<file path="src/rtl/debug_uart_tx.sv">
// Snapshots the seven debug ports and sends them as one 8N1 UART frame, LSB first.
// Define DEBUG_TX_CHECKSUM_EN to append an XOR checksum byte of payload bytes 1..7.
module debug_uart_tx #(
    parameter int          CLKS_PER_BIT = 434,
    parameter logic [7:0]  SYNC_BYTE    = 8'hA5
) (
    input  logic       clk,
    input  logic       nreset,
    input  logic       capture,
    input  logic [7:0] debug_port1,
    input  logic [7:0] debug_port2,
    input  logic [7:0] debug_port3,
    input  logic [7:0] debug_port4,
    input  logic [7:0] debug_port5,
    input  logic [7:0] debug_port6,
    input  logic [7:0] debug_port7,
    output logic       tx,
    output logic       busy,
    output logic       frame_done
);

    localparam int BAUD_W = (CLKS_PER_BIT > 1) ? $clog2(CLKS_PER_BIT) : 1;
    localparam logic [BAUD_W-1:0] BAUD_MAX = BAUD_W'(CLKS_PER_BIT - 1);
`ifdef DEBUG_TX_CHECKSUM_EN
    localparam logic [3:0] LAST_BYTE = 4'd8;
`else
    localparam logic [3:0] LAST_BYTE = 4'd7;
`endif

    typedef enum logic [1:0] {S_IDLE, S_START, S_DATA, S_STOP} state_t;

    state_t             r_state;
    logic [BAUD_W-1:0]  r_baud;
    logic [2:0]         r_bit_idx;
    logic [3:0]         r_byte_idx;
    logic [7:0]         r_payload [1:7];
    logic               r_tx;
    logic               r_busy;
    logic               r_frame_done;

    logic [7:0]         w_ports [1:7];
    logic [7:0]         w_cur_byte;
    logic               w_baud_wrap;

    assign w_ports[1] = debug_port1;
    assign w_ports[2] = debug_port2;
    assign w_ports[3] = debug_port3;
    assign w_ports[4] = debug_port4;
    assign w_ports[5] = debug_port5;
    assign w_ports[6] = debug_port6;
    assign w_ports[7] = debug_port7;

    assign w_baud_wrap = (r_baud == BAUD_MAX);

`ifdef DEBUG_TX_CHECKSUM_EN
    logic [7:0] w_checksum;
    always_comb begin
        w_checksum = 8'h00;
        for (int i = 1; i <= 7; i++) begin
            w_checksum = w_checksum ^ r_payload[i];
        end
    end
`endif

    always_comb begin
        w_cur_byte = SYNC_BYTE;
        case (r_byte_idx)
            4'd1:    w_cur_byte = r_payload[1];
            4'd2:    w_cur_byte = r_payload[2];
            4'd3:    w_cur_byte = r_payload[3];
            4'd4:    w_cur_byte = r_payload[4];
            4'd5:    w_cur_byte = r_payload[5];
            4'd6:    w_cur_byte = r_payload[6];
            4'd7:    w_cur_byte = r_payload[7];
`ifdef DEBUG_TX_CHECKSUM_EN
            4'd8:    w_cur_byte = w_checksum;
`endif
            default: w_cur_byte = SYNC_BYTE;
        endcase
    end

    // tx is loaded one edge ahead of each bit so the line changes only on bit boundaries.
    always_ff @(posedge clk or negedge nreset) begin
        if (!nreset) begin
            r_state      <= S_IDLE;
            r_baud       <= '0;
            r_bit_idx    <= 3'd0;
            r_byte_idx   <= 4'd0;
            r_tx         <= 1'b1;
            r_busy       <= 1'b0;
            r_frame_done <= 1'b0;
            for (int i = 1; i <= 7; i++) begin
                r_payload[i] <= 8'h00;
            end
        end else begin
            r_frame_done <= 1'b0;
            case (r_state)
                S_IDLE: begin
                    if (capture) begin
                        r_payload  <= w_ports;
                        r_state    <= S_START;
                        r_tx       <= 1'b0;
                        r_busy     <= 1'b1;
                        r_baud     <= '0;
                        r_bit_idx  <= 3'd0;
                        r_byte_idx <= 4'd0;
                    end
                end
                S_START: begin
                    if (w_baud_wrap) begin
                        r_baud    <= '0;
                        r_bit_idx <= 3'd0;
                        r_state   <= S_DATA;
                        r_tx      <= w_cur_byte[0];
                    end else begin
                        r_baud <= r_baud + 1'b1;
                    end
                end
                S_DATA: begin
                    if (w_baud_wrap) begin
                        r_baud <= '0;
                        if (r_bit_idx == 3'd7) begin
                            r_state <= S_STOP;
                            r_tx    <= 1'b1;
                        end else begin
                            r_bit_idx <= r_bit_idx + 3'd1;
                            r_tx      <= w_cur_byte[r_bit_idx + 3'd1];
                        end
                    end else begin
                        r_baud <= r_baud + 1'b1;
                    end
                end
                S_STOP: begin
                    if (w_baud_wrap) begin
                        r_baud <= '0;
                        if (r_byte_idx == LAST_BYTE) begin
                            r_state      <= S_IDLE;
                            r_busy       <= 1'b0;
                            r_frame_done <= 1'b1;
                            r_byte_idx   <= 4'd0;
                        end else begin
                            r_byte_idx <= r_byte_idx + 4'd1;
                            r_state    <= S_START;
                            r_tx       <= 1'b0;
                        end
                    end else begin
                        r_baud <= r_baud + 1'b1;
                    end
                end
                default: begin
                    r_state <= S_IDLE;
                    r_tx    <= 1'b1;
                    r_busy  <= 1'b0;
                end
            endcase
        end
    end

    assign tx         = r_tx;
    assign busy       = r_busy;
    assign frame_done = r_frame_done;

endmodule
</file>
<file path="config.mk">
export PLATFORM = sky130hd
export DESIGN_NAME = debug_uart_tx
export DESIGN_NICKNAME = d
export VERILOG_FILES = /design/src/rtl/debug_uart_tx.sv
export SDC_FILE = /design/constraint.sdc
export NUM_CORES = 1
export LEC_CHECK = 0
export CAP_MARGIN = 40
export CORE_ASPECT_RATIO = 0.9
export CORE_UTILIZATION = 45
export DETAILED_ROUTE_END_ITERATION = 10
export PLACE_DENSITY = 0.73
export SETUP_SLACK_MARGIN = 0.02
export SLEW_MARGIN = 20
export SYNTH_ARGS = -nofsm -noshare
export SYNTH_HDL_FRONTEND = slang
export SYNTH_SLANG_ARGS = --single-unit
</file>
<file path="constraint.sdc">
create_clock -name clk -period 2.1 [get_ports clk]
set_clock_uncertainty 0.1 [all_clocks]
set_input_delay 0.315 -clock clk [delete_from_list [all_inputs] [get_ports clk]]
set_output_delay 0.315 -clock clk [all_outputs]
set_load 0.05 [all_outputs]
</file>
-- Word level (Yosys, flattened, before mapping)
Index checks and enable logic that the tools add are counted.
- register bits: 77
- latch bits: 0
- RAM bits: 0
- ROM bits: 0
- bits of input ports: 59
- word-level logic and storage cells: 84
- memories: 0
- $add $sub $neg: 3
- $mul: 0
- div/mod/pow operators: 0
- order comparisons: 1
- equality and inequality tests: 20
- shifts and indexed selects: 0
- muxes and demuxes: 36
- bitwise gates (word level): 0
- reduce and logical (&&, ||, !) cells: 10
- operators with widths (operator ; count):
    $pmux W8 S7 ; 1
    $mux W9 ; 2
    $pmux W9 S2 ; 1
    $eq A4 B3 Y1 const B ; 4
    $ne A2 B2 Y1 const B ; 8
    $reduce_and A5 Y1 ; 3
    $mux W1 ; 14
    $mux W3 ; 4
    $mux W4 ; 3
    $mux W2 ; 5
    $add A9 B1 Y9 const B ; 1
    $eq A9 B9 Y1 const B ; 1
    $pmux W3 S3 ; 1
    $eq A4 B2 Y1 const B ; 2
    $pmux W2 S4 ; 1
    $pmux W4 S2 ; 1
    $add A4 B1 Y4 const B ; 1
    $eq A2 B2 Y1 const B ; 2
    $eq A4 B1 Y1 const B ; 1
    $lt A3 B4 Y1 const B ; 1
    $pmux W1 S4 ; 1
    $reduce_and A4 Y1 ; 1
    $add A3 B1 Y3 const B ; 1
    $bmux W1 S3 ; 1
    9 further kinds ; 9

-- Depth between registers and ports, before layout
- depth in word-level cells: 7
- gate-level depth with buffers: 9
- mapped depth without buffers: 8

-- Worst setup path before layout
No wires, ideal clock.
- path kind: register to register
- start point: reg r_byte_idx[0]
- end point: reg r_tx, in the netlist tx
- data arrival time: 1864 ps
- required time: 1916 ps
- setup slack: 52 ps
- stages on the path, launching flop included: 10
- buffers on the path: 1
- cell sequence: dfrtp_1 inv_1 ha_1 buf_6 a2111oi_4 or2_4 nor2_1 a311o_1 a31oi_1 o31ai_1
- word-level cells in the longest chain between the ends: 7
- elaborated cells on any way between the ends: 16
- those cells by class: 8 x eq/ne; 7 x mux; 1 x reduce/logical
- RTL lines (item ; line ; text):
    start, declared ; 35 ; logic [3:0] r_byte_idx;
    start signal, assigned ; 142 ; r_byte_idx <= r_byte_idx + 4'd1;
    $eq A4 B3 Y1 (tied with other cells) ; 67, 136 ;
    $pmux W8 S7 ; 67 ; case (r_byte_idx)
    $bmux W1 S3 ; 127 ; r_tx <= w_cur_byte[r_bit_idx + 3'd1];
    $mux W1 (not written as such) ; 127 ;
    $mux W1 ; 122 ; if (r_bit_idx == 3'd7) begin
    $mux W1 ; 120 ; if (w_baud_wrap) begin
    $pmux W1 S4 ; 97 ; case (r_state)
    end signal, assigned ; 114 ; r_tx <= w_cur_byte[0];
    end signal, assigned ; 127 ;
    end, declared ; 37 ; logic r_tx;
Parallel ways exist; a longest one is shown, timed or not. The select of a mux whose other input is x is not followed.
A chain may end at the register's enable or synchronous reset.

-- Worst setup path after layout
Ends and elaborated chain as after synthesis.

==> impl_results.md <==
* Status: complete, but fails checks
* Violated checks: negative setup slack
* CP Cell Sequence: inv_4 > ha_4 > a2111oi_4 > or2_4 > nor2_1 > a311o_1 > a31oi_1 > o31ai_1
* Yosys reg bits at 77
* Leakage at roughly 2.1 nW
* Clock Latency Late Sink at 360 ps
* Worst R2R Start: r_byte_idx[0]
* CP Buf/Inv Count at 1
* R2r endpoint: tx
* Hold_ws at 246.8 ps
* IO Pins at 62
* WL final at 8752 um
* DRC viols at 0
* CTS tree: done
* Initial antenna violation count at 0
* Clock Root Buffer: clkbuf_8
* Power per cell area at 1290 nW/um2
* First-pass GRT wire length at 14,580 um
* Synth top cells by count: dfrtp_1, mux2_2, nand2_1
* Clock-pin slew on the worst setup and hold paths at about 80 ps
* Final worst-path cycle share at 1.006
* Cells after Synth at 320
* RSZ-0062 raised after global routing: true
* Top_reg_cell synth: dfrtp_1
* GP Congestion at 0.9515
* Busiest layer in global routing: met2
* Die Width at 99.50 um
* CTS sink count at 77
* Synth warnings at 0
* Final hold viol count at 0
* Hold WC Path Type: input port to async pin
* CP max FO at 4
* Total via count after detailed routing at 2,893
* Met1 Use GR at 0.2639
* Worst Setup End Kind: flop
* Seq/Total Area, Yosys at 0.5008
* Number of synthesized flops with an enable pin at 0
* Rel. slew slack at 0.6658
* Area grow syn2layout at 31.07%
* Die area at 8930 um2
* CTS Buf Count at 9
* Core ar. at 8184 um2
* Synthesized area per cell at 12.03 um2
* Fin. max-slew vios at 0
* Top post-synthesis cells by area: dfrtp_1, mux2_2, ha_1, nand2_1, a22oi_1
* DRT antenna net count at 0
* Final Cell Area at 5046 um2
* Vias per cell at 5.542
* Fmax at 473.2 MHz
* Routing usage on met2 at 0.3443
* Max Cap Viol at 0
* Startpoint types: flop
* Family with the most delay on the worst path: compound AO/OA/AOI/OAI gates
* Post-synth ARST share at 1.000
* Final core occ at 0.6166
* Worst path required time at about 2300 ps
* Maximum vdd drop at approximately 0.00066 V
* Critical path class: flop to flop
* # setup viols final at 1
* Pin count of the biggest net entering global routing at 42
* 1st-iter DRT viols at 149
* Min cycle time layout at 2113 ps
* R2R Setup Slk at -10 ps
* Worst slew pin tran at 499.8 ps
* Inserted Diodes at 0
* Row cnt at 31
* Number of H-tree levels at 3
* Area after DPL at around 4700 um2
* Biggest area consumer among synthesized cells: dfrtp_1
* Most common cell in the netlist: dfrtp_1
* Syn Nets at slightly below 400
* Die height at 89.75 um
* Met3 Resource Use GR at 0.04743
* WL/cell at roughly 17 um
* HPWL after detailed placement at 6412 um
* Max clock buf depth at 2
* Final total power at between 0.006 and 0.007 W
* Max stage delay cell, worst path: dfrtp_2
* Yosys top cell area share at 0.4940
* CP arrival at 2300 ps
* Cells on worst reg2reg path at 8
* Remaining Overflow, GRT at 0
* Post-Syn Area at about 3800 um2
* Gr usage total at 0.2091
* Ratio of cells with drive above 1 in the final layout at 0.3120
* Worst path depth at 8
* Distinct cells, synth at 56
* DR pass1 iterations at 6
* Vias in the first global route at 3,009
* Post-Place Worst Slack at -91.61 ps
* Initial cell density of the core at 0.4704
* PortBufs at between 60 and 70
* Final worst setup slack at -13.40 ps
* Fin nets at 474
* Max incr delay on CP at ~480 ps
## where the power goes
| part | switching (W) | internal [W] | leakage [nW] |
|---|---|---|---|
| Combinational | 0.00122 | 0.00143 | 1.06 |
| Clock | 0.000602 | 0.000605 | 0.110 |
| Sequential | 0.000507 | 0.00214 | 0.938 |
| Total | 0.00233 | 0.00418 | 2.11 |
## metrics by stage
stage	TNS, ps	cells
6_report	-13.40	522
5_1_grt	-91.51	522
4_1_cts	0	521
3_5_place_dp	-91.61	501
3_3_place_gp	0	501
2_1_floorplan	0	320
## state kept, by name, indices dropped and copies added, names as in the netlist
register / cells
busy: 1
frame_done: 1
r_baud: 9
r_bit_idx: 3
r_byte_idx: 4
r_payload: 56
r_state: 2
tx: 1
## per-layer routing
layer	share of wire	routed length (um)
met1	0.44	3881
met2	0.48	4241
met3	0.051	442
met4	0.021	186
met5	0	0
## area by class of cell
| cell class | instances | area, um2 |
|---|---|---|
| clock buffer | 10 | 137.6 |
| clock inverter | 6 | 76.32 |
| fill | 664 | 3138 |
| inverter | 6 | 25.02 |
| multi-input combinational | 221 | 1886 |
| sequential | 77 | 1929 |
| tap | 115 | 143.9 |
| timing repair buffer | 87 | 848.3 |
## layout by cell type, fill, tap and decap left out, types with 3 or more instances in the layout
| cell | instances |
|---|---|
| dfrtp_1 | 75 |
| clkdlybuf4s50_1 | 59 |
| mux2_2 | 58 |
| buf_4 | 22 |
| nand2_1 | 21 |
| nor2_1 | 14 |
| nand3_1 | 10 |
| clkbuf_8 | 10 |
| ha_1 | 9 |
| a22oi_1 | 8 |
| a21oi_1 | 8 |
| o21ai_1 | 7 |
| inv_1 | 5 |
| o21ai_0 | 5 |
| a22o_1 | 5 |
| xor2_1 | 5 |
| o31ai_1 | 4 |
| mux2_1 | 4 |
| ha_4 | 4 |
| a21oi_2 | 3 |
| a31oi_1 | 3 |
| nand4_1 | 3 |
| or2_2 | 3 |
| a222oi_1 | 3 |
| inv_6 | 3 |
| buf_12 | 3 |
## logic make-up after synthesis
| family | share of synthesized area |
|---|---|
| compound gates | 0.1242 |
| fa+ha+maj | 0.04225 |
| buf+inv | 0.03347 |
| simple gates | 0.1017 |
| mux | 0.1839 |
| flops | 0.5008 |
| xor+xnor | 0.01365 |
## what timing repair did
item,CTS,global route
buffers inserted,3,1
pin swaps,3,6
hold buffers,1,0
endpoints found under the setup margin,1,8
gates resized for setup,16,8
hold endpoints to repair,52,0
## how the worst max path moves through the flow
| stage | start | to | slack, ps |
|---|---|---|---|
| finish | r_byte_idx[0] | tx | -10 |
| global route | r_byte_idx[1] | tx | -90 |
| CTS | r_byte_idx[1] | tx | 10 |
| detailed placement | r_byte_idx[1] | tx | -90 |
| global placement | r_byte_idx[1] | tx | 8 |
| floorplan | r_byte_idx[0] | tx | 50 |
No activity file was read; power rests on OpenSTA's default activity.
